**src/rtl/seg7_pkg.sv**
```systemverilog
// Shared constants for the BCD press counter: parameter defaults,
// 7-segment patterns and BCD digit arithmetic.
package seg7_pkg;

  localparam int DIGITS_DEF   = 4;
  localparam int DEBOUNCE_DEF = 3;
  localparam int REFRESH_DEF  = 4;

  localparam logic [6:0] SEG_BLANK = 7'h7F;
  localparam logic [6:0] SEG_ZERO  = 7'b1000000;

  typedef enum logic {
    MODE_DOWN = 1'b0,
    MODE_UP   = 1'b1
  } mode_e;

  // Active-low {g,f,e,d,c,b,a}
  function automatic logic [6:0] seg7_decode(input logic [3:0] n);
    logic [6:0] s;
    unique case (n)
      4'd0:    s = 7'b1000000;
      4'd1:    s = 7'b1111001;
      4'd2:    s = 7'b0100100;
      4'd3:    s = 7'b0110000;
      4'd4:    s = 7'b0011001;
      4'd5:    s = 7'b0010010;
      4'd6:    s = 7'b0000010;
      4'd7:    s = 7'b1111000;
      4'd8:    s = 7'b0000000;
      4'd9:    s = 7'b0010000;
      default: s = SEG_BLANK;
    endcase
    return s;
  endfunction

  // Returns {carry_or_borrow, next_nibble}
  function automatic logic [4:0] bcd_step(
    input logic [3:0] n,
    input logic       up
  );
    logic [4:0] r;
    if (up) begin
      r = (n >= 4'd9) ? 5'b1_0000 : {1'b0, n + 4'd1};
    end else begin
      r = (n == 4'd0) ? 5'b1_1001 : {1'b0, n - 4'd1};
    end
    return r;
  endfunction

endpackage

```
**src/rtl/button_debouncer.sv**
```systemverilog
// Two-flop synchroniser, run-length debouncer and
// single-cycle rising-edge press pulse.
module button_debouncer #(
  parameter int DEBOUNCE_CYCLES = 3
) (
  input  logic clk,
  input  logic rst_n,
  input  logic btn,
  output logic press
);

  logic       sync1;
  logic       sync2;
  logic       level;
  logic [9:0] run;

  always_ff @(posedge clk or negedge rst_n) begin
    if (!rst_n) begin
      sync1 <= 1'b0;
      sync2 <= 1'b0;
      level <= 1'b0;
      run   <= '0;
      press <= 1'b0;
    end else begin
      sync1 <= btn;
      sync2 <= sync1;
      press <= 1'b0;
      if (sync2 != level) begin
        if (run == 10'(DEBOUNCE_CYCLES - 1)) begin
          level <= sync2;
          run   <= '0;
          press <= sync2;
        end else begin
          run <= run + 10'd1;
        end
      end else begin
        run <= '0;
      end
    end
  end

endmodule

```
**src/rtl/bcd_press_counter_mux.sv**
```systemverilog
// Debounced press counter in BCD with a multiplexed
// active-low 7-segment display and wrap pulse.
module bcd_press_counter_mux
  import seg7_pkg::*;
#(
  parameter int DIGITS          = DIGITS_DEF,
  parameter int DEBOUNCE_CYCLES = DEBOUNCE_DEF,
  parameter int REFRESH_DIV     = REFRESH_DEF
) (
  input  logic              i_w_clk,
  input  logic              i_w_reset,
  input  logic              i_w_button,
  input  logic              i_w_up_down,
  output logic [DIGITS-1:0] o_r_an,
  output logic [6:0]        o_r_seg,
  output logic              o_r_dp,
  output logic              o_r_overflow
);

  localparam int CW = 4 * DIGITS;
  localparam int IW = (DIGITS > 1) ? $clog2(DIGITS) : 1;

  logic              press;
  logic [CW-1:0]     count_q;
  logic [CW-1:0]     count_d;
  mode_e             mode_q;
  mode_e             mode_d;
  logic              carry;
  logic              wrap;
  logic [15:0]       ref_q;
  logic [15:0]       ref_d;
  logic [IW-1:0]     idx_q;
  logic [IW-1:0]     idx_d;
  logic [3:0]        nib;
  logic              hi_zero;
  logic [DIGITS-1:0] an_d;
  logic [6:0]        seg_d;
  logic              dp_d;

  button_debouncer #(
    .DEBOUNCE_CYCLES(DEBOUNCE_CYCLES)
  ) u_debouncer (
    .clk  (i_w_clk),
    .rst_n(i_w_reset),
    .btn  (i_w_button),
    .press(press)
  );

  always_comb begin
    count_d = count_q;
    mode_d  = mode_q;
    carry   = 1'b0;
    wrap    = 1'b0;
    if (press) begin
      mode_d = i_w_up_down ? MODE_UP : MODE_DOWN;
      carry  = 1'b1;
      for (int k = 0; k < DIGITS; k++) begin
        if (carry) begin
          {carry, count_d[4*k +: 4]} =
            bcd_step(count_q[4*k +: 4], i_w_up_down);
        end
      end
      wrap = carry;
    end
  end

  always_comb begin
    ref_d = ref_q + 16'd1;
    idx_d = idx_q;
    if (ref_q == 16'(REFRESH_DIV - 1)) begin
      ref_d = '0;
      idx_d = (idx_q == IW'(DIGITS - 1)) ? '0 : idx_q + 1'b1;
    end
  end

  // Outputs are built from next-state values so every
  // registered output flips on the same edge as the state.
  always_comb begin
    nib     = '0;
    hi_zero = 1'b1;
    for (int k = 0; k < DIGITS; k++) begin
      if (idx_d == IW'(k)) begin
        nib = count_d[4*k +: 4];
      end
      if (k >= int'(idx_d) && count_d[4*k +: 4] != 4'd0) begin
        hi_zero = 1'b0;
      end
    end
    an_d  = ~(DIGITS'(1) << idx_d);
    seg_d = (idx_d != '0 && hi_zero) ? SEG_BLANK : seg7_decode(nib);
    dp_d  = !(idx_d == '0 && mode_d == MODE_DOWN);
  end

  always_ff @(posedge i_w_clk or negedge i_w_reset) begin
    if (!i_w_reset) begin
      count_q      <= '0;
      mode_q       <= MODE_UP;
      ref_q        <= '0;
      idx_q        <= '0;
      o_r_an       <= ~DIGITS'(1);
      o_r_seg      <= SEG_ZERO;
      o_r_dp       <= 1'b1;
      o_r_overflow <= 1'b0;
    end else begin
      count_q      <= count_d;
      mode_q       <= mode_d;
      ref_q        <= ref_d;
      idx_q        <= idx_d;
      o_r_an       <= an_d;
      o_r_seg      <= seg_d;
      o_r_dp       <= dp_d;
      o_r_overflow <= wrap;
    end
  end

endmodule
```
**config.mk**
```make
export PLATFORM = sky130hd
export DESIGN_NAME = bcd_press_counter_mux
export DESIGN_NICKNAME = d
export VERILOG_FILES = /design/src/rtl/seg7_pkg.sv /design/src/rtl/button_debouncer.sv /design/src/rtl/bcd_press_counter_mux.sv
export SDC_FILE = /design/constraint.sdc
export NUM_CORES = 1
export LEC_CHECK = 0
export CELL_PAD_IN_SITES_DETAIL_PLACEMENT = 0
export CELL_PAD_IN_SITES_GLOBAL_PLACEMENT = 2
export CORE_MARGIN = 2
export CORE_UTILIZATION = 36
export DETAILED_ROUTE_END_ITERATION = 12
export PLACE_DENSITY = 0.86
export SETUP_SLACK_MARGIN = 0.15
export SYNTH_ARGS = -nofsm -noshare
export SYNTH_HDL_FRONTEND = slang
export SYNTH_SLANG_ARGS = --single-unit
export TNS_END_PERCENT = 1
```
**constraint.sdc**
```tcl
create_clock -name i_w_clk -period 2.8 [get_ports i_w_clk]
set_input_delay 0.42 -clock i_w_clk [delete_from_list [all_inputs] [get_ports i_w_clk]]
set_output_delay 0.42 -clock i_w_clk [all_outputs]
set_load 0.05 [all_outputs]
```
==> impl_results.md <==
* Outcome: complete, but fails checks
* Failing checks: setup timing
* Worst r2r src: count_q[4]
* Final setup margin at -0.0278 ns
* CTS buffer count at 9
* Final Wtd Congestion at 0.821
* CTS tree: built
* Total wire length at 9410 um
* Slew Viols, Final at 0
* Share of the yosys chip area belonging to registers at 40.9%
* Layout cells sized above 1 at 36.8%
* R2R Path End: o_r_seg[0]
* DPL Wire Length at 6910 um
* FFs w/ async S/R, synth at 100%
* Synth unique cells at 75
* Crit path capture type: flip-flop
* Placement Setup Slack at -0.491 ns
* Setup_tns at -0.0912 ns
* Root Buffer: clkbuf_8
* Die width at 107 um
* Crit Path Class: reg -> reg
* Commonest cells after routing, fill and taps aside: buf_4, dfrtp_1, nor2_1
* Synth warn at 0
* Antenna violations before repair at 0
* Post-Syn Area per Cell at 9.98 um2
* Startpoint types: flip-flop
* Final Cycle Share at 101%
* Drt wl/cell at 15.1 um
* Synth Register Bits at 62
* Fin Clk Skew at 0.0121 ns
* Crit path arrival time at 3.05 ns
* CTS Buffer Depth at 2
* Vias in the first global route at 3347
* Final-layout fill cell count at 935
* Congestion Overflow GR at 0
* Final min period at 2.83 ns
* Crit Path Max Fanout at 4
* Vias per std cell at 5.11
* GRT Overall Usage at 17.7%
* Die H at 107 um
* CP required at 3.02 ns
* # diodes at 0
* Final net count at 507
* Clock H-tree levels at 3
* Slowest cell on crit path: dfrtp_2
* Syn Nets at 407
* Area grow syn2layout at 35.9%
* Final hold vios at 0
* Main synth FF type: dfrtp_1
* Hold Buf Count CTS at 0
* CP Depth at 12
* Clk sinks at 62
* # IOs at 17
* Worst slew margin at 54.0%
* Worst path cell trace: inv_2 > ha_4 > or3b_4 > a31o_4 > buf_6 > a41oi_4 > a311oi_2 > o32ai_2 > inv_1 > ha_1 > mux2i_1 > o21ai_1
* Largest net degree at the start of global routing at 30
* DR iter-0 viols at 166
* Pre-Repair DR Iteration Count at 4
* EDFF count, synth at 0
* Starting density of the core at 36.9%
* Final setup vio count at 5
* P_leak at 2.27 nW
* Min-delay worst type: in -> async
* Syn Std Cell Area at 3810 um2
* Max Freq at 0.354 GHz
* First-pass GRT wire length at 15900 um
* Max-cap viol count at 0
* Worst Path Buf+Inv at 3
* Unrepaired setup endpoints after global routing: yes
* Peak VDD IR at 0.426 mV
* Max incr delay on CP at 0.45 ns
* Clock-pin slew on the worst setup and hold paths at 0.08 ns
* DRT antenna net count at 0
* Register-to-Register Setup Slack at -0.03 ns
* Pwr per Cell Area at 837 nW/um2
* Core area at 10300 um2
* Vias at 3184
* Clock Latency Late Sink at 0.35 ns
* Site Rows at 37
* Die area at 11400 um2
* Worst R2R Path Depth at 12
* Post-Syn Instances at 382
* Worst Tran Pin Value at 0.690 ns
* Hold_ws at 0.116 ns
* PortBufs at 16
* Residual DRC at 0
* Critical path's top delay family: compound AO/OA/AOI/OAI gates
* Commonest non-fill, non-tap cell in the layout: buf_4
-- worst max-delay path by stage --
stage                            from          to  slack, ns
final                      count_q[4]  o_r_seg[0]      -0.03
after global routing       count_q[0]  o_r_seg[2]      -0.13
after CTS                  count_q[4]  o_r_seg[3]       -0.1
after detailed placement  i_w_up_down  o_r_seg[3]      -0.49
after global placement    i_w_up_down  o_r_seg[3]      -0.42
after floorplan            count_q[0]  o_r_seg[2]      0.008
-- cell families (layout without fill, tap and decap cells) --
logic type / count (synthesis) / count (layout) / share of synthesized area, %
and+or+nand+nor: 131 / 131 / 19.0
AOI/OAI and AO/OA: 87 / 87 / 18.3
DFF: 62 / 62 / 40.9
buffers and inverters: 46 / 150 / 5.52
xor gates and xnor gates: 23 / 23 / 5.29
adders and majority gates: 21 / 21 / 6.89
muxes: 12 / 13 / 4.14
-- metal layers --
layer	routed length [um]	global-route usage, %	vias to the layer above
met5	0	0	-
met4	177	7.05	0
met3	166	2.61	11
met2	4850	31.1	35
met1	4220	21.7	1555
li1	-	-	1583
-- through the flow --
step	power, W	utilization [%]	cells	instance area, um2
2_1_floorplan	0.00257	-	382	3940
3_3_place_gp	0.00337	46.1	597	4760
3_5_place_dp	0.00340	46.1	597	4760
4_1_cts	0.00425	49.2	620	5080
5_1_grt	0.00466	50.2	623	5180
6_report	0.00434	50.2	623	5180
-- state kept, by name, indices dropped and copies added (netlist names) --
signal and cells:
count_q 16, idx_q 2, mode_q 1, o_r_an 4, o_r_dp 1, o_r_overflow 1, o_r_seg 7, ref_q 16
u_debouncer.level 1, u_debouncer.press 1, u_debouncer.run 10, u_debouncer.sync1 1, u_debouncer.sync2 1
-- power by group --
part | switching (W) | total [W] | internal (W) | leakage, nW
sequential | 0.000135 | 0.00122 | 0.00108 | 0.796
clock | 0.000382 | 0.000704 | 0.000322 | 0.0816
combinational | 0.00127 | 0.00242 | 0.00115 | 1.39
total | 0.00179 | 0.00434 | 0.00255 | 2.27
-- synth_stat cells (all sizes together) (4+ instances only) --
| cell type | count | area share [%] |
|---|---|---|
| a211oi | 7 | 1.4 |
| a21oi | 11 | 1.4 |
| a31oi | 9 | 2.4 |
| and2 | 6 | 0.99 |
| and3 | 8 | 1.3 |
| buf | 9 | 1.9 |
| clkbuf | 8 | 0.79 |
| dfrtp | 56 | 37 |
| dfstp | 6 | 4.1 |
| ha | 21 | 6.9 |
| inv | 27 | 2.7 |
| mux2 | 4 | 1.2 |
| mux2i | 6 | 1.8 |
| nand2 | 22 | 2.2 |
| nand2b | 4 | 0.66 |
| nand3 | 17 | 2.2 |
| nand4 | 4 | 0.66 |
| nor2 | 31 | 3.1 |
| nor2b | 5 | 0.82 |
| nor3 | 9 | 1.2 |
| nor4 | 7 | 1.5 |
| o21ai | 12 | 1.6 |
| o21bai | 4 | 0.79 |
| o22ai | 4 | 1.0 |
| o31ai | 8 | 1.6 |
| or3b | 5 | 1.3 |
| xnor2 | 13 | 3.0 |
| xor2 | 10 | 2.3 |
-- repair_timing --
item                                   CTS  global route
setup buffers                            6             3
cloned                                   1             0
pin swaps                               13            10
gates resized for setup                 17            17
setup endpoints to repair                7             7
endpoints found under the hold margin    0             0
-- final cells by class --
class	instances	area, um2	area share (%)
clock buffers	9	124	2.39
clock inverters	7	50.0	0.966
inverters	29	111	2.15
multi-input cells	275	2330	45.0
flip-flops and latches	62	1560	30.2
well taps	136	170	3.29
repair buffers	105	831	16.0
Note: power is estimated with default switching activity, not from simulation.
